===== src/rtl/block_packer_pkg.sv =====
// Shared defaults and helpers for block_packer: parameter defaults, the
// blk_count width function and the word-order convention (first word in MSBs).
package block_packer_pkg;

  localparam int DEF_WORD_W        = 32;
  localparam int DEF_WORDS_PER_BLK = 4;
  localparam int DEF_BLK_DEPTH     = 4;

  // Occupancy counter must represent 0..depth inclusive.
  function automatic int cnt_w(input int depth);
    return $clog2(depth) + 1;
  endfunction

  // Word slot 0 (the first word of a block) lands in the most significant bits.
  function automatic int slot_lsb(input int slot, input int words, input int word_w);
    return (words - 1 - slot) * word_w;
  endfunction

endpackage


===== src/rtl/blk_fifo.sv =====
// Block FIFO for block_packer: power-of-two depth, registered pointers and count,
// head presented combinationally from storage (zero when empty).
module blk_fifo
  import block_packer_pkg::*;
#(
  parameter int WIDTH = DEF_WORD_W * DEF_WORDS_PER_BLK,
  parameter int DEPTH = DEF_BLK_DEPTH
) (
  input  logic                    clk,
  input  logic                    reset,
  input  logic                    push,
  input  logic [WIDTH-1:0]        push_data,
  input  logic                    pop,
  output logic [WIDTH-1:0]        head,
  output logic                    valid,
  output logic                    full,
  output logic [cnt_w(DEPTH)-1:0] count
);

  localparam int PW = $clog2(DEPTH);
  localparam int CW = cnt_w(DEPTH);

  logic [WIDTH-1:0] mem [DEPTH];
  logic [PW-1:0]    wptr;
  logic [PW-1:0]    rptr;
  logic             do_push;
  logic             do_pop;

  assign valid   = (count != '0);
  assign full    = (count == CW'(DEPTH));
  assign do_pop  = pop && valid;
  // A push into a full FIFO is legal when the head leaves on the same edge.
  assign do_push = push && (!full || do_pop);
  assign head    = valid ? mem[rptr] : '0;

  // NOTE: storage carries no reset; valid and the zeroed head cover its contents.
  always_ff @(posedge clk) begin
    if (do_push) mem[wptr] <= push_data;
  end

  // NOTE: sequential state uses non-blocking assignments so every register
  // samples pre-edge values regardless of statement order.
  always_ff @(posedge clk or negedge reset) begin
    if (!reset) begin
      wptr  <= '0;
      rptr  <= '0;
      count <= '0;
    end else begin
      if (do_push) wptr <= wptr + PW'(1);
      if (do_pop)  rptr <= rptr + PW'(1);
      count <= count + CW'(do_push) - CW'(do_pop);
    end
  end

endmodule


===== src/rtl/block_packer.sv =====
// block_packer: packs WORD_W words into WORDS_PER_BLK-word blocks queued in blk_fifo.
// Optional BLOCK_PACKER_PAD_EN: wr_last closes a partial block with zero-filled low words.
module block_packer
  import block_packer_pkg::*;
#(
  parameter int WORD_W        = DEF_WORD_W,
  parameter int WORDS_PER_BLK = DEF_WORDS_PER_BLK,
  parameter int BLK_DEPTH     = DEF_BLK_DEPTH
) (
  input  logic                            clk,
  input  logic                            reset,
  input  logic                            wr_en,
  input  logic [WORD_W-1:0]               wr_data,
  input  logic                            wr_last,
  output logic                            wr_ready,
  output logic [WORD_W*WORDS_PER_BLK-1:0] blk_data,
  output logic                            blk_valid,
  input  logic                            blk_ready,
  output logic [cnt_w(BLK_DEPTH)-1:0]     blk_count,
  output logic                            overflow
);

  localparam int BLK_W = WORD_W * WORDS_PER_BLK;
  localparam int WCW   = $clog2(WORDS_PER_BLK);

  logic [WCW-1:0]   wcnt;
  logic [BLK_W-1:0] asm_q;
  logic [BLK_W-1:0] asm_next;
  logic             last_slot;
  logic             need_room;
  logic             fifo_full;
  logic             accept;
  logic             commit;

  assign last_slot = (wcnt == WCW'(WORDS_PER_BLK - 1));

`ifdef BLOCK_PACKER_PAD_EN
  assign need_room = last_slot || wr_last;
  assign commit    = accept && (last_slot || wr_last);
`else
  logic unused_wr_last;
  assign unused_wr_last = wr_last;
  assign need_room      = last_slot;
  assign commit         = accept && last_slot;
`endif

  // A pop on this edge frees the slot a committing word needs.
  assign wr_ready = !need_room || !fifo_full || blk_ready;
  assign accept   = wr_en && wr_ready;

  // NOTE: asm_next is given a default before the loop so no latch is inferred.
  always_comb begin
    asm_next = asm_q;
    for (int i = 0; i < WORDS_PER_BLK; i++) begin
      if (wcnt == WCW'(i)) asm_next[slot_lsb(i, WORDS_PER_BLK, WORD_W) +: WORD_W] = wr_data;
    end
  end

  // The assembly register is cleared after each commit, so padded low words are zero.
  always_ff @(posedge clk or negedge reset) begin
    if (!reset) begin
      wcnt     <= '0;
      asm_q    <= '0;
      overflow <= 1'b0;
    end else begin
      if (wr_en && !wr_ready) overflow <= 1'b1;
      if (commit) begin
        wcnt  <= '0;
        asm_q <= '0;
      end else if (accept) begin
        wcnt  <= wcnt + WCW'(1);
        asm_q <= asm_next;
      end
    end
  end

  blk_fifo #(
    .WIDTH (BLK_W),
    .DEPTH (BLK_DEPTH)
  ) u_fifo (
    .clk       (clk),
    .reset     (reset),
    .push      (commit),
    .push_data (asm_next),
    .pop       (blk_ready),
    .head      (blk_data),
    .valid     (blk_valid),
    .full      (fifo_full),
    .count     (blk_count)
  );

endmodule


===== config.mk =====
export PLATFORM = sky130hd
export DESIGN_NAME = block_packer
export DESIGN_NICKNAME = d
export VERILOG_FILES = /design/src/rtl/block_packer_pkg.sv /design/src/rtl/blk_fifo.sv /design/src/rtl/block_packer.sv
export SDC_FILE = /design/constraint.sdc
export NUM_CORES = 1
export LEC_CHECK = 0
export ABC_AREA = 1
export CORE_MARGIN = 2
export CORE_UTILIZATION = 30
export DETAILED_ROUTE_END_ITERATION = 10
export GPL_TIMING_DRIVEN = 1
export PLACE_DENSITY_LB_ADDON = 0.15
export SKIP_CTS_REPAIR_TIMING = 1
export SYNTH_ARGS = -nofsm -noshare
export SYNTH_HDL_FRONTEND = slang
export SYNTH_SLANG_ARGS = --single-unit

===== constraint.sdc =====
create_clock -name clk -period 6.81 [get_ports clk]
set_input_delay 1.362 -clock clk [delete_from_list [all_inputs] [get_ports clk]]
set_output_delay 1.362 -clock clk [all_outputs]
set_load 0.01 [all_outputs]

==> metrics <==
status=finished clean; Crit path arrival time=3.85 ns; Post-Synthesis Cells=2517; Slew Viols, Final=0; Worst Hold End=asm_q[31]; Power Density=471 nW/um^2; r2r endpoint=asm_q[51]; Net Count, Synth=2565; worst path required time=5.45 ns; GPL Wtd Cong=0.732; YS warnings=0; overall fraction of global-route tracks in use=17.8%; first-pass GRT wire length=121000 um; detailed-route wire length=83300 um; average wire per standard cell=21.6 um; mapped cell area=27000 sq um; final core utilization=35.8%; die area=92500 sq um; Clk Tree Root Cell=clkbuf_16; initial DRC count=1333; fraction of layout cells with a size suffix above 1=5.64%; clock latency on the worst-skew pair=0.61 ns; most frequent cells in the layout=nor2_1, edfxtp_1, nand2_1, o21ai_0, clkdlybuf4s50_1; final setup violation count=0; Worst Tran Pin Value=1.13 ns; max-cap violation count=0; # IOs=171; kind of critical path=reg -> out; register area share after synthesis=69.7%; Initial Utilization=30.2%; Row Count=110; cells on worst reg2reg path=10; Yosys cell types=23; slew margin rel.=24.5%; TritonRoute pass-1 iters=6; Area Growth Syn to Fin=18.6%; die extent in y=304 um; setup tns final=0 ns; Final min period=5.21 ns; peak supply drop=289 uV; Setup WS pre-CTS=2.22 ns; initial antenna violation count=7; die width=304 um; Hold Crit Class=reg -> reg; Vias/cell=4.83; CTS tree=done; Min-Delay Path Depth=2; final hold violation count=0; Sink Count=650; clock buffer depth=3; Final #Nets=2664; post-route cell area=32000 sq um; CTS buffer count=74; vias in the first global route=17893; Final Worst Setup Slack=1.60 ns; reg2reg start=wcnt[1]; Placed Area=29700 sq um; Reg2Reg Setup Slack=2.72 ns; Hold Startpoint=asm_q[31]; vias=18625; RSZ-0062 raised after global routing=false; Hold WS=0.462 ns; final worst-path cycle share=76.6%; largest net degree at the start of global routing=211; CP Capture Type=primary output; global route overflow=0; Worst Skew=0.0261 ns; Core Region=89600 sq um; drt drc=0; Max Clk Rate=192 MHz; mean post-synth cell area=10.7 sq um; port buffer count=169; CP Max Fanout=210; antenna-violating nets left=0; Seq cells post-synth=650; DP Wirelength=44800 um; Leakage=0.0120 uW; startpoint types=flip-flop; commonest non-fill, non-tap cell in the layout=nor2_1; H-tree levels=3; CTS clk-pin slew, worst paths=0.05 ns
## flip-flops by register name, indices dropped and copies added (netlist names)
signal	cells
asm_q	128
overflow	1
u_fifo.rptr	2
u_fifo.count	3
u_fifo.mem	512
wcnt	2
u_fifo.wptr	2
## synth_stat cells
cell / count / area (sq um)
a21oi_1: 128 / 641
buf_1: 13 / 48.8
buf_2: 57 / 285
buf_4: 27 / 203
buf_6: 4 / 45.0
clkbuf_1: 73 / 274
dfrtp_1: 138 / 3450
edfxtp_1: 512 / 15400
fa_1: 1 / 20.0
ha_1: 10 / 125
inv_1: 146 / 548
inv_2: 2 / 7.51
nand2_1: 427 / 1600
nand2_2: 1 / 6.26
nand3_1: 3 / 15.0
nand3_2: 1 / 10.0
nand4_1: 99 / 619
nor2_1: 517 / 1940
nor2_2: 1 / 6.26
o21ai_0: 353 / 1770
o21bai_1: 1 / 7.51
xnor2_1: 2 / 17.5
xor2_1: 1 / 8.76
## report_power, final
part / internal, uW / switching [uW] / total, uW
sequential: 5220 / 272 / 5490
combinational: 2070 / 3700 / 5760
clock: 2310 / 1540 / 3850
total: 9590 / 5510 / 15100
## kinds of logic (layout without fill, tap and decap cells)
group / count (synthesis) / after routing / share of synthesized area, %
simple gates: 1049 / 1049 / 15.5
flops: 650 / 650 / 69.7
xor+xnor: 3 / 3 / 0.0972
buf+inv: 322 / 480 / 5.22
fa+ha+maj: 11 / 11 / 0.537
compound gates: 482 / 482 / 8.94
other cells: 0 / 2 / 0
## layout make-up
cell class                      count  area (sq um)
Clock inverter                     26           208
Tap cell                         1176          1470
Antenna cell                        2          5.00
Clock buffer                      109          2160
Timing Repair Buffer              197          1950
Inverter                          148           576
Fill cell                        8681         57500
Multi-Input combinational cell   1545          6840
Sequential cell                   650         18800
## routing by layer
layer | routed length (um) | part of all wire, % | vias up | track usage (%)
met5 | 0 | 0 | - | 0
met4 | 2240 | 2.7 | 0 | 5.81
met3 | 4860 | 5.8 | 112 | 2.87
met2 | 39400 | 47 | 554 | 29.1
met1 | 36800 | 44 | 9216 | 24.2
li1 | - | - | 8743 | -
## worst max path at each step
stage	start	to	slack, ns	cells past startpoint
final	u_fifo.rptr[0]	blk_data[33]	1.60	6
after global routing	u_fifo.rptr[0]	blk_data[107]	1.46	5
after CTS	u_fifo.rptr[0]	blk_data[11]	1.57	5
after detailed placement	u_fifo.rptr[0]	blk_data[11]	2.22	5
after global placement	u_fifo.rptr[0]	blk_data[11]	2.24	5
after floorplan	blk_ready	u_fifo.mem[0][0]	-0.88	5
## per-stage QoR
stage | power, uW | cells
floorplan | 8740 | 2517
global placement | 11400 | 3716
detailed placement | 11500 | 3716
CTS | 15400 | 3851
global route | 16100 | 3851
finish | 15100 | 3853
## worst max-delay path, cell delays in order (launching register included)
cell	delay (ns)
dfrtp_4	0.83
buf_12	0.77
nor2_1	0.11
nor2_1	0.12
o21ai_0	0.09
a21oi_1	0.48
clkdlybuf4s50_1	0.64
Power figures use the tool's default switching activity.
